`src/rtl/vga_mem_arbiter.sv`:
```
// Single-port RAM arbiter: the VGA master always wins; the CPU is served by an IDLE/ISSUE/DATA FSM.
// Ports: i_vga_* read path (combinational to RAM, o_vga_dat is RAM data pass-through),
//        i_cpu_*/o_cpu_* request/ack handshake, o_ram_*/i_ram_dat RAM port, o_stall_cnt/o_conflict status.
module vga_mem_arbiter #(
    parameter logic [3:0] VGA_BASE = 4'h0
) (
    input  logic        i_clk,
    input  logic        i_reset,
    input  logic [11:0] i_vga_addr,
    input  logic        i_vga_cs,
    input  logic        i_vga_access,
    output logic [15:0] o_vga_dat,
    input  logic [15:0] i_cpu_addr,
    input  logic [15:0] i_cpu_dat,
    input  logic        i_cpu_cs,
    input  logic        i_cpu_we,
    output logic [15:0] o_cpu_dat,
    output logic        o_cpu_ack,
    output logic [15:0] o_ram_addr,
    output logic [15:0] o_ram_dat,
    output logic        o_ram_cs,
    output logic        o_ram_we,
    input  logic [15:0] i_ram_dat,
    output logic [15:0] o_stall_cnt,
    output logic        o_conflict
);

    typedef enum logic [1:0] {IDLE, ISSUE, DATA} state_t;

    state_t      state;
    state_t      state_nxt;
    logic [15:0] req_addr;
    logic [15:0] req_dat;
    logic        req_we;
    logic        cpu_start;
    logic        conflict_hit;
    logic        stall_inc;

    // VGA read data is the RAM output unchanged; the RAM already adds the one-cycle latency.
    assign o_vga_dat = i_ram_dat;

    always_ff @(posedge i_clk) begin
        if (i_reset) begin
            state       <= IDLE;
            o_cpu_ack   <= 1'b0;
            o_cpu_dat   <= 16'h0000;
            o_stall_cnt <= 16'h0000;
            o_conflict  <= 1'b0;
            req_addr    <= 16'h0000;
            req_dat     <= 16'h0000;
            req_we      <= 1'b0;
        end else begin
            state     <= state_nxt;
            o_cpu_ack <= (state == DATA);
            if (state == DATA) begin
                o_cpu_dat <= req_we ? 16'h0000 : i_ram_dat;
            end
            if (cpu_start) begin
                req_addr <= i_cpu_addr;
                req_dat  <= i_cpu_dat;
                req_we   <= i_cpu_we;
            end
            if (conflict_hit) begin
                o_conflict <= 1'b1;
            end
            if (stall_inc && (o_stall_cnt != 16'hFFFF)) begin
                o_stall_cnt <= o_stall_cnt + 16'h0001;
            end
        end
    end

    always_comb begin
        state_nxt    = state;
        cpu_start    = 1'b0;
        conflict_hit = 1'b0;
        stall_inc    = 1'b0;
        o_ram_cs     = 1'b0;
        o_ram_we     = 1'b0;
        o_ram_addr   = 16'h0000;
        o_ram_dat    = 16'h0000;

        // VGA owns the RAM whenever it selects it, independent of FSM and reset.
        if (i_vga_cs) begin
            o_ram_cs   = 1'b1;
            o_ram_addr = {VGA_BASE, i_vga_addr};
        end

        case (state)
            IDLE: begin
                // While ack is high the CPU still holds cs for the finished request; ignore it.
                if (i_cpu_cs && !o_cpu_ack) begin
                    if (i_vga_access) begin
                        stall_inc = 1'b1;
                    end else begin
                        cpu_start = 1'b1;
                        state_nxt = ISSUE;
                    end
                end
            end
            ISSUE: begin
                if (i_vga_cs) begin
                    // VGA skipped its access hint: it takes the RAM and the CPU request retries.
                    conflict_hit = 1'b1;
                    state_nxt    = IDLE;
                end else begin
                    // A reset in this cycle aborts the access, so no write may reach the RAM.
                    if (!i_reset) begin
                        o_ram_cs   = 1'b1;
                        o_ram_we   = req_we;
                        o_ram_addr = req_addr;
                        o_ram_dat  = req_dat;
                    end
                    state_nxt = DATA;
                end
            end
            DATA: begin
                state_nxt = IDLE;
            end
            default: begin
                state_nxt = IDLE;
            end
        endcase
    end

endmodule

```
`config.mk`:
```
export PLATFORM = sky130hd
export DESIGN_NAME = vga_mem_arbiter
export DESIGN_NICKNAME = d
export VERILOG_FILES = /design/src/rtl/vga_mem_arbiter.sv
export SDC_FILE = /design/constraint.sdc
export NUM_CORES = 1
export LEC_CHECK = 0
export CAP_MARGIN = 20
export CELL_PAD_IN_SITES_DETAIL_PLACEMENT = 0
export CELL_PAD_IN_SITES_GLOBAL_PLACEMENT = 2
export CORE_MARGIN = 4
export CORE_UTILIZATION = 20
export CTS_BUF_LIST = sky130_fd_sc_hd__clkbuf_4
export CTS_CLUSTER_DIAMETER = 200
export DETAILED_ROUTE_END_ITERATION = 12
export PLACE_DENSITY = 0.83
export SLEW_MARGIN = 10
export SYNTH_ARGS = -nofsm -noshare
export SYNTH_HDL_FRONTEND = slang
export SYNTH_SLANG_ARGS = --single-unit
```
`constraint.sdc`:
```
create_clock -name i_clk -period 2 [get_ports i_clk]
set_clock_uncertainty 0.15 [all_clocks]
set_input_delay 0.4 -clock i_clk [delete_from_list [all_inputs] [get_ports i_clk]]
set_output_delay 0.4 -clock i_clk [all_outputs]
set_load 0.1 [all_outputs]
```
==> key figures, run 1 <==
GRT
  • Antenna violations before repair: 0
  • Vias in the first global route: 3240
  • Overall Global Routing Usage: 12.7%
  • Pin count of the biggest net entering global routing: 35
  • Global-route wire length before repair: 16800 microns
  • Remaining global-route overflow: 0

Clock tree
  • Clock sink count: 69
  • CTS HTree Levels: 3
  • Clock-pin slew reported for the worst setup and hold paths after clock tree synthesis: 0.11 ns
  • TritonCTS clock tree: built
  • Largest buffer count on any clock path: 2
  • CTS Root Cell: sky130_fd_sc_hd__clkbuf_4
  • Num CTS Buffers: 9
  • # hold bufs at CTS: 0
  • Later-pin clock latency in the skew report: 0.44 ns

Timing
  • Final Critical Period: 2.28 ns
  • Slew at the pin closest to its max-slew limit: 0.639 ns
  • Share of the cycle needed by the critical path after routing: 114%
  • Worst-case headroom to the max-slew limit: 57.1%
  • Final hold violation count: 0
  • RSZ-0062 raised after global routing: yes
  • Count of pins over their slew limit: 0
  • Peak Freq: 438 MHz
  • Hold slack final: 0.310 ns
  • Post-layout worst setup margin: -0.284 ns
  • Setup TNS Final: -8.81 ns
  • Final-report setup violation count: 34

Power and ir drop
  • Overall power of the completed layout: 3.13 mW
  • Maximum vdd drop: 0.000311 V
  • Leakage power total: 2.34 nW
  • Power per standard cell area: 505 nW/um^2

Placed design
  • Number of buffer cells added on primary ports: 149
  • Cell area after placement: 5770 sq um
  • HPWL after DPL: 8120 microns
  • RePlAce Congestion: 0.768
  • Post-placement setup slack: -0.447 ns

Synthesis
  • Most area-consuming cells after synthesis: sky130_fd_sc_hd__dfxtp_1 (46%), sky130_fd_sc_hd__nand2_1 (8.9%), sky130_fd_sc_hd__a22o_1 (8.2%)
  • Mapped Nets: 417
  • Share of async-settable or async-resettable flops after synthesis: 0%
  • Yosys warnings: 0
  • Post-synth top area cell: sky130_fd_sc_hd__dfxtp_1
  • Syn Inst Count: 350
  • Unique cell type count in the Yosys netlist: 36
  • Library cell with the highest instance count after synthesis: sky130_fd_sc_hd__nand2_1
  • FF+latch count, synth: 69
  • Sequential fraction of the synthesis area: 46.2%
  • Top_reg_cell synth: sky130_fd_sc_hd__dfxtp_1
  • Mapped Avg Cell Area: 8.55 sq um
  • Top post-synthesis cells by count: sky130_fd_sc_hd__nand2_1 (71), sky130_fd_sc_hd__dfxtp_1 (69), sky130_fd_sc_hd__a21oi_1 (47)
  • Number of synthesized flops with an enable pin: 0
  • Share of the synthesized area in the top cell type: 46.2%
  • Post-synth design cell area: 2990 sq um

Critical path
  • Highest fanout seen on the critical path: 8
  • Delay of the slowest critical-path stage: 0.39 ns
  • Kind of launch point of the worst setup path: register
  • Critical path's top delay family: buffers and inverters
  • Category of the most critical setup path: register to output pin
  • Worst EP arrival: 1.73 ns
  • CP cell instances: inv_4, nor4_4, buf_6, buf_8, and2_4, buf_12
  • Library cell contributing the largest single delay on the critical path: sky130_fd_sc_hd__dfxtp_4
  • CP Data Required Time: 1.45 ns
  • Crit path buffers/inverters: 4
  • Kind of end point of the critical path: output pin

Floorplanning
  • Height of the die: 130 microns
  • Die Width: 130 microns
  • Floorplan die area: 17000 sq um
  • Initial standard-cell utilization of the core: 20.5%
  • Floorplan row count: 44
  • Boundary Pins: 150
  • Area of the core region: 14600 sq um

Cells and area
  • Multi-input gate area: 1630 sq um
  • Post-route cell area: 6190 sq um
  • Number of inserted diodes: 0
  • Filler cells: 1366
  • Share of layout cells above drive strength 1: 39.8%
  • Sequential cell area in the final layout: 1450 sq um
  • Syn-to-layout area delta: 107%
  • # nets final: 580

Route
  • Number of detailed-route iterations in the first pass: 4
  • Via total after detailed routing: 3185
  • 1st-iter DRT viols: 98
  • Total routed wirelength: 11100 microns
  • Vias per inst: 4.54
  • Remaining number of nets flagged by the antenna check after routing: 0
  • Routed WL per cell: 15.8 microns
  • DRC Markers: 0

Flow run
  • Number of violations of the max-capacitance limit: 0

Hold path
  • HP Class: register to register

Outcome
  • Outcome: finished with violations
  • Violated checks: negative setup slack
[power by group]
group          switching [mW]  internal [mW]  total [mW]
Clock                   0.501          0.362       0.863
Sequential             0.0315           1.39        1.42
Combinational           0.470          0.367       0.838
[cells in the final DEF, fill, tap and decap left out, types with 3 or more instances in the layout]
cell,netlist,layout
sky130_fd_sc_hd__a211oi_1,4,4
sky130_fd_sc_hd__a21oi_1,47,45
sky130_fd_sc_hd__a22o_1,28,16
sky130_fd_sc_hd__a22o_4,0,12
sky130_fd_sc_hd__and2_4,0,21
sky130_fd_sc_hd__and3_1,3,3
sky130_fd_sc_hd__buf_12,0,88
sky130_fd_sc_hd__buf_4,16,23
sky130_fd_sc_hd__buf_6,0,10
sky130_fd_sc_hd__clkbuf_4,0,9
sky130_fd_sc_hd__clkdlybuf4s50_1,0,63
sky130_fd_sc_hd__clkinv_1,0,3
sky130_fd_sc_hd__clkinv_2,0,3
sky130_fd_sc_hd__dfxtp_1,69,50
sky130_fd_sc_hd__dfxtp_2,0,3
sky130_fd_sc_hd__dfxtp_4,0,16
sky130_fd_sc_hd__inv_1,4,3
sky130_fd_sc_hd__nand2_1,71,71
sky130_fd_sc_hd__nand3_1,5,5
sky130_fd_sc_hd__nand4_1,8,8
sky130_fd_sc_hd__nor2_1,9,8
sky130_fd_sc_hd__o21ai_0,4,4
sky130_fd_sc_hd__o31ai_1,6,5
sky130_fd_sc_hd__or3_1,3,3
sky130_fd_sc_hd__or4_1,4,4
[path summary, 6_finish.rpt]
| kind | cells after the start | end | from | slack, ns |
|---|---|---|---|---|
| setup / recovery | 6 | o_ram_dat[15] | state[0]$_SDFFE_PP0P_ | -0.28 |
| hold reg to reg | 2 | req_addr[14]$_SDFFE_PP0P_ | req_addr[14]$_SDFFE_PP0P_ | 0.31 |
| hold / removal | 2 | req_addr[14]$_SDFFE_PP0P_ | req_addr[14]$_SDFFE_PP0P_ | 0.31 |
| setup reg to reg | 8 | req_dat[1]$_SDFFE_PP0P_ | state[1]$_SDFFE_PP0P_ | 0.03 |
[logic make-up (layout without fill, tap and decap cells)]
logic type,count (synthesis),in the layout,share of synthesized area [%]
AND/OR/NAND/NOR,145,145,25.6
buffers and inverters,41,209,7.27
flip-flops,69,69,46.2
AO/OA/AOI/OAI,94,94,20.5
adder cells (fa/ha/maj),1,1,0.418
[per-stage QoR]
| step | util, % | cells |
|---|---|---|
| floorplan | - | 350 |
| global placement | 39.6 | 673 |
| detailed placement | 39.6 | 673 |
| CTS | 41.3 | 696 |
| global route | 42.4 | 702 |
| finish | 42.4 | 702 |
[registers in the layout, summed over array words and instances, names as in the netlist]
register     flops
state            2
req_we           1
o_stall_cnt     16
req_dat         16
req_addr        16
o_conflict       1
o_cpu_ack        1
o_cpu_dat       16
[area by class of cell]
type                            instances  area share (%)
Clock inverter                          7           0.910
Tap cell                              184            3.72
Inverter                                4           0.283
Sequential cell                        69            23.4
Timing Repair Buffer                  189            44.4
Multi-Input combinational cell        240            26.3
Clock buffer                            9            1.09
[layer usage]
| metal | up-vias | track usage [%] | wire length, microns | share of wire (%) |
|---|---|---|---|---|
| met2 | 112 | 21.2 | 5320 | 48 |
| met1 | 1500 | 14.1 | 4440 | 40 |
| met4 | 0 | 3.63 | 157 | 1.4 |
| li1 | 1560 | - | - | - |
| met3 | 13 | 6.51 | 1140 | 10 |
| met5 | - | 0 | 0 | 0 |
[tightest hold or removal path: stages, from the launching register on]
cell and delay (ns):
sky130_fd_sc_hd__dfxtp_1 0.32, sky130_fd_sc_hd__nand2_1 0.05, sky130_fd_sc_hd__a21oi_1 0.05
[what timing repair did]
action	CTS	global route
setup endpoints to repair	43	69
resized for setup	24	20
cloned	3	2
pin swaps	19	9
buffers inserted	4	5
endpoints found under the hold margin	0	0
Power figures use the tool's default switching activity.
==> run 2, diff against run 1 <==
--- a/config.mk
+++ b/config.mk
@@ -8,6 +8,7 @@
 export CAP_MARGIN = 20
 export CELL_PAD_IN_SITES_DETAIL_PLACEMENT = 0
 export CELL_PAD_IN_SITES_GLOBAL_PLACEMENT = 2
+export CORE_ASPECT_RATIO = 2
 export CORE_MARGIN = 4
 export CORE_UTILIZATION = 20
 export CTS_BUF_LIST = sky130_fd_sc_hd__clkbuf_4
==> run 2 against run 1 <==
  * Sequential power is essentially flat
  * Design area shrank 1.2%
  * The flow still finishes with violations (negative setup slack)
  * Hold slack worse by 0.024 ns
  * Critical path depth did not move
  * Sequential share of layout area increased by 0.33 points
==> key figures, run 2 (synthesis results as in run 1) <==
Outcome
  • Outcome: finished with violations
  • Violated checks: negative setup slack

Critical path
  • Setup slack, reg-to-reg: 0.05 ns
  • Library cell contributing the largest single delay on the critical path: sky130_fd_sc_hd__dfxtp_4
  • Highest fanout seen on the critical path: 6
  • Crit path buffers/inverters: 4
  • Kind of end point of the critical path: output pin
  • Worst EP arrival: 1.77 ns
  • Capture point of the worst reg-to-reg path: o_stall_cnt[13]$_SDFFE_PP0P_
  • Reg2reg path depth: 6
  • CP Data Required Time: 1.45 ns
  • Startpoint of the most critical register-to-register path: state[1]$_SDFFE_PP0P_
  • Critical path's top delay family: buffers and inverters
  • Cell occurring most often along the worst timing path: sky130_fd_sc_hd__buf_12
  • CP cell instances: nor4_4, buf_6, buf_12, buf_12, and2_4, buf_12
  • Delay of the slowest critical-path stage: 0.37 ns
  • Kind of launch point of the worst setup path: register
  • Category of the most critical setup path: register to output pin

Placed design
  • HPWL after DPL: 8860 microns
  • Cell area after placement: 5790 sq um
  • Post-placement setup slack: -0.443 ns
  • Number of buffer cells added on primary ports: 149
  • RePlAce Congestion: 0.816

GRT
  • Global-route wire length before repair: 18600 microns
  • Overall Global Routing Usage: 14.3%
  • Pin count of the biggest net entering global routing: 35
  • Antenna violations before repair: 1
  • Vias in the first global route: 3408
  • Remaining global-route overflow: 0

Power and ir drop
  • Power per standard cell area: 502 nW/um^2
  • Leakage power total: 2.27 nW
  • Overall power of the completed layout: 3.07 mW
  • Maximum vdd drop: 0.000236 V

Route
  • DRC Markers: 0
  • Routed WL per cell: 17.1 microns
  • Remaining number of nets flagged by the antenna check after routing: 0
  • Total routed wirelength: 12100 microns
  • Vias per inst: 4.53
  • Number of detailed-route iterations in the first pass: 4
  • Via total after detailed routing: 3204
  • 1st-iter DRT viols: 72

Cells and area
  • Multi-input gate area: 1580 sq um
  • Sequential cell area in the final layout: 1450 sq um
  • Share of layout cells above drive strength 1: 38.9%
  • Filler cells: 1434
  • # nets final: 573
  • Post-route cell area: 6110 sq um
  • Top library cells by usage in the layout, fill and taps aside: sky130_fd_sc_hd__buf_12 (89), sky130_fd_sc_hd__nand2_1 (71), sky130_fd_sc_hd__clkdlybuf4s50_1 (63)
  • Syn-to-layout area delta: 104%
  • Most common cell after layout, fill and taps aside: sky130_fd_sc_hd__buf_12

Timing
  • Peak Freq: 431 MHz
  • Hold slack final: 0.287 ns
  • Share of the cycle needed by the critical path after routing: 116%
  • Slew at the pin closest to its max-slew limit: 0.550 ns
  • RSZ-0062 raised after global routing: yes
  • Final hold violation count: 0
  • Post-layout worst setup margin: -0.322 ns
  • Worst-case headroom to the max-slew limit: 63.1%
  • Final-report setup violation count: 34
  • Final Critical Period: 2.32 ns
  • Count of pins over their slew limit: 0

Floorplanning
  • Floorplan die area: 17100 sq um
  • Die Width: 94.5 microns
  • Boundary Pins: 150
  • Floorplan row count: 63
  • Area of the core region: 14700 sq um
  • Height of the die: 181 microns
  • Initial standard-cell utilization of the core: 20.3%

Hold path
  • HP Class: input port to register
  • Worst Min Path Start: i_reset
  • Destination of the worst hold path: o_stall_cnt[9]$_SDFFE_PP0P_
  • Number of cells traversed by the worst hold path: 3

Clock tree
  • Clock-pin slew reported for the worst setup and hold paths after clock tree synthesis: 0.13 ns
  • Largest buffer count on any clock path: 2
  • Num CTS Buffers: 9
  • # hold bufs at CTS: 0
  • CTS Root Cell: sky130_fd_sc_hd__clkbuf_4
  • CTS HTree Levels: 3
  • Clock sink count: 69
  • Later-pin clock latency in the skew report: 0.42 ns
  • TritonCTS clock tree: built

Flow run
  • Number of violations of the max-capacitance limit: 0
[run 2: timing repair]
item | 4_1_cts | 5_1_grt
setup endpoints to repair | 34 | 41
buffers inserted | 6 | 0
cloned | 2 | 2
gates resized for setup | 11 | 6
pin swaps | 11 | 2
[run 2: layer usage]
metal	part of all wire [%]	track usage (%)	vias to the layer above
met2	58	27.1	111
li1	-	-	1543
met3	4.3	2.46	20
met5	0	0	-
met4	2.5	6.48	0
met1	35	14.8	1530
[run 2: how the worst max path moves through the flow]
stage | startpoint | endpoint | slack [ns] | cells past startpoint
2_1_floorplan | state[0]$_SDFFE_PP0P_ | o_ram_cs | -0.03 | 2
3_3_place_gp | i_vga_cs | o_ram_addr[9] | -0.43 | 5
3_5_place_dp | i_vga_cs | o_ram_addr[11] | -0.44 | 5
4_1_cts | state[1]$_SDFFE_PP0P_ | o_ram_addr[11] | -0.36 | 6
5_1_grt | state[1]$_SDFFE_PP0P_ | o_ram_addr[13] | -0.45 | 6
6_report | state[1]$_SDFFE_PP0P_ | o_ram_addr[14] | -0.32 | 6
[run 2: per-stage QoR]
step,setup TNS [ns],std cells,util (%)
floorplan,-0.0301,350,-
global placement,-22.18,681,39.3
detailed placement,-23.77,681,39.3
CTS,-11.22,705,41.1
global route,-13.78,707,41.5
finish,-9.52,707,41.5
[run 2: cell type report]
type / instances / area share [%]
flip-flops and latches: 69 / 23.7
well taps: 195 / 3.99
multi-input cells: 240 / 25.9
clock buffers: 9 / 1.11
inverters: 4 / 0.246
repair buffers: 182 / 44.3
clock inverters: 7 / 0.798
diodes: 1 / 0.0409
[run 2: worst min-delay path, stage by stage]
cell                      delay, ns
sky130_fd_sc_hd__buf_2         0.12
sky130_fd_sc_hd__buf_4         0.25
sky130_fd_sc_hd__a21oi_1       0.06
[run 2: power by group]
part / internal [mW] / switching (mW)
combinational: 0.353 / 0.469
clock: 0.261 / 0.560
sequential: 1.39 / 0.0327
==> run 3, diff against run 2 <==
--- a/config.mk
+++ b/config.mk
@@ -15,7 +15,7 @@
 export CTS_CLUSTER_DIAMETER = 200
 export DETAILED_ROUTE_END_ITERATION = 12
 export PLACE_DENSITY = 0.83
-export SLEW_MARGIN = 10
+export SLEW_MARGIN = 30
 export SYNTH_ARGS = -nofsm -noshare
 export SYNTH_HDL_FRONTEND = slang
 export SYNTH_SLANG_ARGS = --single-unit
==> results of run 3 <==
Final layout, timing and power as in run 2 (identical DEF).
